[src/rtl/rs232_pkg.sv]
// Shared definitions for the RS232 receive-side frame parser.
//   state_t          : parser FSM states
//   SOF_BYTE_DEFAULT : default start-of-frame marker
//   MAX_LEN_DEFAULT  : default maximum payload length in bytes
//   STOP_BIT_IDX     : bit of the deserializer word holding the sampled stop bit
package rs232_pkg;
    typedef enum logic [2:0] {HUNT, LEN, PAYLOAD, CHK, EMIT} state_t;

    localparam logic [7:0] SOF_BYTE_DEFAULT = 8'hA5;
    localparam int         MAX_LEN_DEFAULT  = 16;
    localparam int         STOP_BIT_IDX     = 8;
endpackage

[src/rtl/rs232_frame_buffer.sv]
// Payload holding buffer: DEPTH x 8 register file.
//   clk   : clock
//   we    : write enable (synchronous write of wdata at waddr)
//   waddr : write address
//   wdata : write data
//   raddr : read address (combinational read)
//   rdata : read data
module rs232_frame_buffer #(
    parameter int DEPTH = 16,
    parameter int AW    = 4
) (
    input  logic          clk,
    input  logic          we,
    input  logic [AW-1:0] waddr,
    input  logic [7:0]    wdata,
    input  logic [AW-1:0] raddr,
    output logic [7:0]    rdata
);
    // Contents need no reset: a frame is only read back after it was fully written.
    logic [7:0] mem [DEPTH];

    always_ff @(posedge clk) begin
        if (we) mem[waddr] <= wdata;
    end

    assign rdata = mem[raddr];
endmodule

[src/rtl/rs232_rx_frame_parser.sv]
// Frame parser behind the RS232 deserializer. Drains the show-ahead RX FIFO,
// extracts SOF/LEN/payload/XOR-checksum frames, buffers the payload and
// releases it on a valid/ready stream only once the checksum matches.
//   clk, reset          : clock, synchronous active-high reset
//   fifo_read_available : registered FIFO status, [7] full, [6:0] words used
//   received_data       : head-of-FIFO word, [7:0] data, [8] stop bit
//   receive_data_en     : FIFO pop strobe
//   m_data/m_valid/m_last/m_ready : payload byte stream
//   frame_good/frame_bad : one-cycle frame verdict pulses
//   err_count           : saturating dropped-frame counter
//   busy                : parser is away from HUNT
module rs232_rx_frame_parser
    import rs232_pkg::*;
#(
    parameter int         DATA_WIDTH = 9,
    parameter logic [7:0] SOF_BYTE   = SOF_BYTE_DEFAULT,
    parameter int         MAX_LEN    = MAX_LEN_DEFAULT,
    parameter int         LEN_WIDTH  = 5
) (
    input  logic                  clk,
    input  logic                  reset,
    input  logic [7:0]            fifo_read_available,
    input  logic [DATA_WIDTH-1:0] received_data,
    output logic                  receive_data_en,
    output logic [7:0]            m_data,
    output logic                  m_valid,
    output logic                  m_last,
    input  logic                  m_ready,
    output logic                  frame_good,
    output logic                  frame_bad,
    output logic [7:0]            err_count,
    output logic                  busy
);
    localparam int         BUF_AW    = (MAX_LEN > 1) ? $clog2(MAX_LEN) : 1;
    localparam logic [7:0] MAX_LEN_B = 8'(MAX_LEN);

    state_t               state, state_n;
    logic [LEN_WIDTH-1:0] len, wr_ptr, rd_ptr;
    logic [7:0]           chk, rx_byte, buf_rdata;
    logic [6:0]           used;
    logic                 rx_stop_ok, pop_prev, can_pop, pop;
    logic                 buf_we, good_n, bad_n, hs;

    assign rx_byte    = received_data[7:0];
    assign rx_stop_ok = received_data[STOP_BIT_IDX];

    // The status word lags the FIFO by a cycle: a single visible word may
    // already have been taken by last cycle's pop.
    assign used    = fifo_read_available[6:0];
    assign can_pop = fifo_read_available[7] || (used >= 7'd2) || (used == 7'd1 && !pop_prev);
    assign pop     = can_pop && (state != EMIT) && !reset;
    assign receive_data_en = pop;

    assign m_valid = (state == EMIT);
    assign m_data  = m_valid ? buf_rdata : 8'h00;
    assign m_last  = m_valid && (rd_ptr == len - 1'b1);
    assign hs      = m_valid && m_ready;
    assign busy    = (state != HUNT);

    always_comb begin
        state_n = state;
        buf_we  = 1'b0;
        good_n  = 1'b0;
        bad_n   = 1'b0;
        unique case (state)
            HUNT: begin
                // Bad-stop words are dropped here without a verdict.
                if (pop && rx_stop_ok && rx_byte == SOF_BYTE) state_n = LEN;
            end
            LEN: begin
                if (pop) begin
                    if (!rx_stop_ok || rx_byte == 8'h00 || rx_byte > MAX_LEN_B) begin
                        bad_n   = 1'b1;
                        state_n = HUNT;
                    end else begin
                        state_n = PAYLOAD;
                    end
                end
            end
            PAYLOAD: begin
                if (pop) begin
                    if (!rx_stop_ok) begin
                        bad_n   = 1'b1;
                        state_n = HUNT;
                    end else begin
                        buf_we = 1'b1;
                        if (wr_ptr + 1'b1 == len) state_n = CHK;
                    end
                end
            end
            CHK: begin
                if (pop) begin
                    if (!rx_stop_ok || rx_byte != chk) begin
                        bad_n   = 1'b1;
                        state_n = HUNT;
                    end else begin
                        good_n  = 1'b1;
                        state_n = EMIT;
                    end
                end
            end
            EMIT: begin
                if (hs && m_last) state_n = HUNT;
            end
            default: state_n = HUNT;
        endcase
    end

    always_ff @(posedge clk) begin
        if (reset) begin
            state      <= HUNT;
            len        <= '0;
            wr_ptr     <= '0;
            rd_ptr     <= '0;
            chk        <= 8'h00;
            pop_prev   <= 1'b0;
            frame_good <= 1'b0;
            frame_bad  <= 1'b0;
            err_count  <= 8'h00;
        end else begin
            state      <= state_n;
            pop_prev   <= pop;
            frame_good <= good_n;
            frame_bad  <= bad_n;
            if (bad_n && err_count != 8'hFF) err_count <= err_count + 8'd1;
            // The length byte seeds the checksum.
            if (state == LEN && state_n == PAYLOAD) begin
                len    <= rx_byte[LEN_WIDTH-1:0];
                chk    <= rx_byte;
                wr_ptr <= '0;
            end
            if (buf_we) begin
                chk    <= chk ^ rx_byte;
                wr_ptr <= wr_ptr + 1'b1;
            end
            if (state == CHK) rd_ptr <= '0;
            if (hs) rd_ptr <= rd_ptr + 1'b1;
        end
    end

    rs232_frame_buffer #(
        .DEPTH (MAX_LEN),
        .AW    (BUF_AW)
    ) u_buf (
        .clk   (clk),
        .we    (buf_we),
        .waddr (wr_ptr[BUF_AW-1:0]),
        .wdata (rx_byte),
        .raddr (rd_ptr[BUF_AW-1:0]),
        .rdata (buf_rdata)
    );
endmodule

[config.mk]
export PLATFORM = sky130hd
export DESIGN_NAME = rs232_rx_frame_parser
export DESIGN_NICKNAME = d
export VERILOG_FILES = /design/src/rtl/rs232_pkg.sv /design/src/rtl/rs232_frame_buffer.sv /design/src/rtl/rs232_rx_frame_parser.sv
export SDC_FILE = /design/constraint.sdc
export NUM_CORES = 1
export LEC_CHECK = 0
export BUFFER_PORTS_ARGS = -buffer_cell sky130_fd_sc_hd__buf_2
export CAP_MARGIN = 20
export CELL_PAD_IN_SITES_DETAIL_PLACEMENT = 1
export CELL_PAD_IN_SITES_GLOBAL_PLACEMENT = 2
export CORE_UTILIZATION = 28
export DETAILED_ROUTE_END_ITERATION = 10
export PLACE_DENSITY_LB_ADDON = 0.1
export SLEW_MARGIN = 25
export SYNTH_ARGS = -nofsm -noshare
export SYNTH_HDL_FRONTEND = slang
export SYNTH_SLANG_ARGS = --single-unit
[constraint.sdc]
create_clock -name clk -period 6 [get_ports clk]
set_input_delay 0 -clock clk [delete_from_list [all_inputs] [get_ports clk]]
set_output_delay 0 -clock clk [all_outputs]
set_load 0.01 [all_outputs]
==> results of run 1 <==
[final timing paths]
kind	from	to	slack (ns)	cells past startpoint
max	state[1]	u_buf.mem[12][6]	3.05	5
min	received_data[8]	frame_bad	0.05	4
max reg2reg	state[1]	u_buf.mem[12][6]	3.05	5
min reg2reg	err_count[2]	err_count[2]	0.51	1
[layout by cell type, fill, tap and decap left out, types with 3 or more instances in the layout]
cell	count
nand3b_1	5
nand2_1	21
nand2b_1	8
nor4_1	3
and3_1	3
o21ai_0	12
o211ai_1	3
xor2_1	10
buf_2	41
mux2i_1	7
inv_1	9
xnor2_1	11
clkbuf_16	17
nor3_1	6
a31oi_1	4
a21oi_1	19
edfxtp_1	128
and2_1	11
mux4_2	40
dfxtp_1	40
or3_1	8
or2_2	4
nand3_1	7
nor3_2	4
ha_1	7
clkinv_4	3
dlygate4sd3_1	3
or4b_1	3
nor2_1	41
clkinvlp_4	5
nor2b_1	3
a22oi_1	3
o21ai_1	4
[area by class of cell]
type	instances	area share (%)
Clock buffer	17	5.15
Clock inverter	15	1.73
Inverter	9	0.409
Multi-Input combinational cell	269	28.2
Sequential cell	169	56.4
Tap cell	330	5.00
Timing Repair Buffer	46	3.03
[power by group through the flow]
stage               Sequential, uW  Clock [uW]  Combinational, uW
finish                        1260        1050               43.5
global route                  1250        1130               48.5
CTS                           1260        1090               45.8
detailed placement            1280           0               45.1
global placement              1280           0               43.9
floorplan                     1280           0               13.7
[through the flow]
| stage | cell area, sq um | cells | hold slack, ns | power (uW) | util (%) |
|---|---|---|---|---|---|
| global route | 8270 | 855 | 0.0560 | 2440 | 32.9 |
| global placement | 7650 | 820 | 0.370 | 1320 | 30.5 |
| floorplan | 7130 | 472 | 0.0989 | 1300 | - |
| detailed placement | 7670 | 820 | 0.356 | 1330 | 30.5 |
| finish | 8270 | 855 | 0.0458 | 2350 | 32.9 |
| CTS | 8270 | 855 | 0.0247 | 2390 | 32.9 |
[flip-flops by register name, summed over array words and instances, names as in the netlist, 3 cells and up, named ones only]
name / count
u_buf.mem: 128
chk: 8
err_count: 8
len: 5
rd_ptr: 5
wr_ptr: 5
state: 3
[routing by layer]
| metal | GRT usage, % | routed length [microns] | vias up |
|---|---|---|---|
| met4 | 4.76 | 207 | 0 |
| met5 | 0 | 0 | - |
| met1 | 18.4 | 8060 | 2143 |
| met2 | 25.7 | 9280 | 64 |
| li1 | - | - | 1894 |
| met3 | 2.70 | 444 | 15 |
[kinds of logic (layout without fill, tap and decap cells)]
logic type | after synthesis | in the layout
XOR/XNOR | 21 | 21
multiplexers | 47 | 47
adder cells (fa/ha/maj) | 7 | 7
AO/OA/AOI/OAI | 60 | 60
buffers and inverters | 34 | 87
flip-flops | 169 | 169
AND/OR/NAND/NOR | 134 | 134
[timing repair]
action                                 in CTS  in global routing
setup endpoints to repair                   0                  0
endpoints found under the hold margin       1                  0
hold buffers                                3                  0
[worst max-delay path, delay by kind of cell, from the launching register on]
family | cells | cell delay (ns)
simple gates | 5 | 2.13
flops | 1 | 0.44
==> impl_metrics.ini, run 1 <==
[outcome]
status = finished, final reports clean

[clock_network]
post_cts_resized = 0
clock_path_buffers = 2
cts_tree = built
cts_root_buffer = clkbuf_16
insertion_delay_ns = 0.43
post_cts_buffers = 0
cts_buffers = 17
cts_max_level = 4
clk_pin_slew_ns = 0.07
clock_sinks = 169

[grt]
grt_max_degree = 33
grt.overflow.total = 0
grtUsageTotal_pct = 14.7
grt_pass1_wl_microns = 27600
antenna_found_initial = 0
grt_pass1_vias = 4426

[die]
dieArea_sq_mm = 0.0261
initial_core_util_pct = 28.4
core_sq_mm = 0.0251
dieHeight_microns = 162
die_w_microns = 162
placementRows = 58
ios = 42

[timing]
post-route-min-period_ns = 2.95
max_slew_margin_pct = 36.2
fin_crit_sh_pct = 49.2
rsz0062_at_grt = no
hold_viol_final = 0
slew_viol_final = 0
setup_tns_ns = 0
fmax_mhz = 339
worst_pin_slew_ns = 0.954
skew_ns = 0.0119
setup_viol = 0
fin_ws_ns = 3.05

[routing]
drc = 0
drtAntennaViolNets = 0
first_iter_violations = 227
vias_per_cell = 4.81
dr.pass1.iters = 4
wl_per_cell_microns = 21.0
num_vias = 4116
wl_microns = 18000

[logic_synthesis]
synth_most_common_cell = edfxtp_1
synth_commonest_cells = edfxtp_1 (128), dfxtp_1 (41), nor2_1 (41)
synthSimpleGateAreaFrac_pct = 9.74
synth-compound-area-share_pct = 5.30
synth-edff-count = 128
synthAdderAreaFrac_pct = 1.23
avgSynthCellArea_sq_um = 15.1
yosysTopAreaCell = edfxtp_1
synth_area_leaders = edfxtp_1 (54%), mux4_2 (13%), dfxtp_1 (12%), nor2_1 (2.2%), xnor2_1 (1.4%)
synthCells = 472
syn-num-nets = 499
syn-cell-area_sq_mm = 0.00713
yosys_register_bits = 169
synth_top_family_by_area = multiplexers
synth_mux_area_share_pct = 13.6
ys_seq_area_share_pct = 65.4
synthArstFlopShare_pct = 0
synth_top_area_share_pct = 53.9
synth.distinct_cells = 49
synth_xor_area_share_pct = 2.58
yosysWarnings = 0
ys.flop_type = edfxtp_1

[final_layout]
multiInputGateArea_sq_mm = 0.00233
areaGrowthSynthToFinish_pct = 15.9
nNetsFinal = 539
fillers = 2683
area.sequential_sq_mm = 0.00467
diodes = 0
drive_above_1_share_pct = 24.2

[power]
p_comb_share_pct = 1.8
pwr-share-seq_pct = 53.4
switchingPower_uw = 509
power_density_mw_per_mm2 = 285
p_int_uw = 1840
pwr-share-clk_pct = 44.8
ir_drop_uv = 145
p_leak_uw = 0.00271
p_sw_share_pct = 21.7

[placement]
hpwl_microns = 12000
gp_congestion = 0.717
dp_slack_ns = 2.90
numPortBuffers = 41

[worst_setup_path]
crit_path_end_kind = flip-flop
worstSetupPathType = flip-flop to flip-flop
slowest_stage = nor2_1
crit_path_max_fanout = 11
crit_arrival_ns = 3.00
required_ns = 6.05
slowest_delay_ns = 0.80
cp_cell_sequence = nor2b_1, nand2_1, nor2_1, nand2_1, nor2_1
startpoint_type = flip-flop

[min_path]
holdCritPathClass = input pin to flip-flop

[job]
drv_cap = 0
(Power assumes the default switching activity.)
==> run 2, diff against run 1 <==
- clock period: 6 -> 2.6 ns (I/O delays scaled with it)
==> run 2 against run 1 <==
Non-clock buffer count grew 34. Sequential power grew 130%. Wire length grew 2.7%. Final area grew 3.9%. Clock power grew 150%. Highest routed layer unchanged. Core utilization grew 1.3 points. Register-to-register slack lost 2.8 ns. Clock skew grew 0.0039 ns. Hold slack gained 0.0016 ns.
==> impl_metrics.ini, run 2 (synthesis gave the netlist of run 1 again) <==
[outcome]
status = finished, final reports clean

[grt]
grt_max_degree = 33
grt_pass1_wl_microns = 28700
grt_pass1_vias = 4649
antenna_found_initial = 1
grt.overflow.total = 0
grtUsageTotal_pct = 15.3

[timing]
rsz0062_at_grt = no
setup_viol = 0
slew_viol_final = 0
setup_tns_ns = 0
fin_crit_sh_pct = 94.3
timing.hold.ws_ns = 0.0475
hold_viol_final = 0
skew_ns = 0.0158
post-route-min-period_ns = 2.45
worst_pin_slew_ns = 0.655
max_slew_margin_pct = 56.3
fmax_mhz = 408

[clock_network]
clk_pin_slew_ns = 0.07
insertion_delay_ns = 0.42
cts_tree = built
cts_max_level = 4
clock_path_buffers = 2
cts_root_buffer = clkbuf_16
post_cts_resized = 0
post_cts_buffers = 0
cts_buffers = 17
clock_sinks = 169

[final_layout]
diodes = 0
mostFrequentLayoutCells = edfxtp_1 (128), nor2_1 (41), buf_2 (41)
fillers = 2661
area.sequential_sq_mm = 0.00467
largest_reg_flops = 128
multiInputGateArea_sq_mm = 0.00231
top_register = u_buf.mem
nNetsFinal = 573
areaGrowthSynthToFinish_pct = 20.4
final_util_pct = 34.2
top_regs = u_buf.mem (128), chk (8), err_count (8)
final_cell_area_sq_mm = 0.00859
drive_above_1_share_pct = 27.9
final_common_cell = edfxtp_1

[worst_setup_path]
reg2reg_slack_ns = 0.25
worstSetupPathType = flip-flop to output pin
rr_worst_depth = 6
r2r_start = pop_prev
startpoint_type = flip-flop
worst_path_most_repeated_cell = mux4_2
crit_path_max_fanout = 32
cp_cell_sequence = buf_12, mux4_2, mux4_2, and2_1, buf_2
crit_path_end_kind = output pin
required_ns = 2.60
worst_r2r_endpoint = err_count[7]
slowest_stage = mux4_2
crit_arrival_ns = 2.45
slowest_delay_ns = 0.58

[routing]
first_iter_violations = 172
dr.pass1.iters = 4
wl_per_cell_microns = 20.8
wl_microns = 18500
num_vias = 4223
drtAntennaViolNets = 0
vias_per_cell = 4.75
drc = 0

[die]
dieArea_sq_mm = 0.0261
initial_core_util_pct = 28.4
dieHeight_microns = 162
placementRows = 58
ios = 42
die_w_microns = 162
core_sq_mm = 0.0251

[power]
ir_drop_uv = 361
totalPowerFinal_uw = 5620
power_density_mw_per_mm2 = 654
p_leak_uw = 0.00291

[placement]
gp_congestion = 0.703
hpwl_microns = 12500
placed_area_sq_mm = 0.00791
numPortBuffers = 41

[min_path]
holdCritStartpoint = m_ready
hold_end = rd_ptr[3]
min_delay_path_depth = 4
holdCritPathClass = input pin to flip-flop

[job]
drv_cap = 0
run 2: changes by cell type in the layout (fill, tap and decap cells not counted), moves of 2 or more:
| cell | delta |
|---|---|
| buf_12 | +2 |
| buf_4 | +30 |
| clkinv_8 | +5 |
| clkinvlp_4 | -5 |
| dlygate4sd3_1 | +2 |
| inv_8 | +2 |
| nor3_1 | +4 |
| nor3_2 | -4 |
run 2: what timing repair did:
action | 4_1_cts | 5_1_grt
endpoints found under the hold margin | 4 | 0
hold buffers | 5 | 0
endpoints found under the setup margin | 0 | 0
run 2: area by class of cell:
| cell class | instances | share of cell area, % |
|---|---|---|
| sequential | 169 | 54.3 |
| multi-input combinational | 269 | 27.0 |
| timing repair buffer | 80 | 6.24 |
| clock buffer | 17 | 4.95 |
| tap | 330 | 4.81 |
| clock inverter | 15 | 2.33 |
| inverter | 9 | 0.393 |
run 2: where the power goes:
part	leakage (uW)	switching [uW]	internal, uW
sequential	0.00148	0.227	2890
clock	0.000304	1210	1400
combinational	0.00112	77.8	35.0
total	0.00291	1290	4330
run 2: how the worst max path moves through the flow:
stage / end / slack, ns / depth (start not counted)
global route: m_data[3] / 0.06 / 5
floorplan: u_buf.mem[0][0] / 0.28 / 7
CTS: m_data[2] / 0.09 / 5
global placement: len[2] / 0.32 / 7
finish: m_data[3] / 0.15 / 5
detailed placement: err_count[5] / 0.25 / 6
run 2: per-layer routing:
layer	up-vias	GRT usage, %	share of wire [%]
met5	-	0	0
met4	0	4.80	1.2
met3	12	2.72	2.4
met2	65	27.4	52
met1	2185	18.6	44
li1	1961	-	-
run 2: worst max-delay path: cells and delay by family (launching register included):
family                 cells  cell delay, ns
buffers and inverters      2            0.39
DFF                        1            0.34
muxes                      2            1.06
and+or+nand+nor            1            0.19
run 2: through the flow:
stage / setup WS [ns] / instances
floorplan: 0.277 / 472
detailed placement: 0.254 / 852
global placement: 0.316 / 852
CTS: 0.0902 / 889
global route: 0.0562 / 889
finish: 0.148 / 889
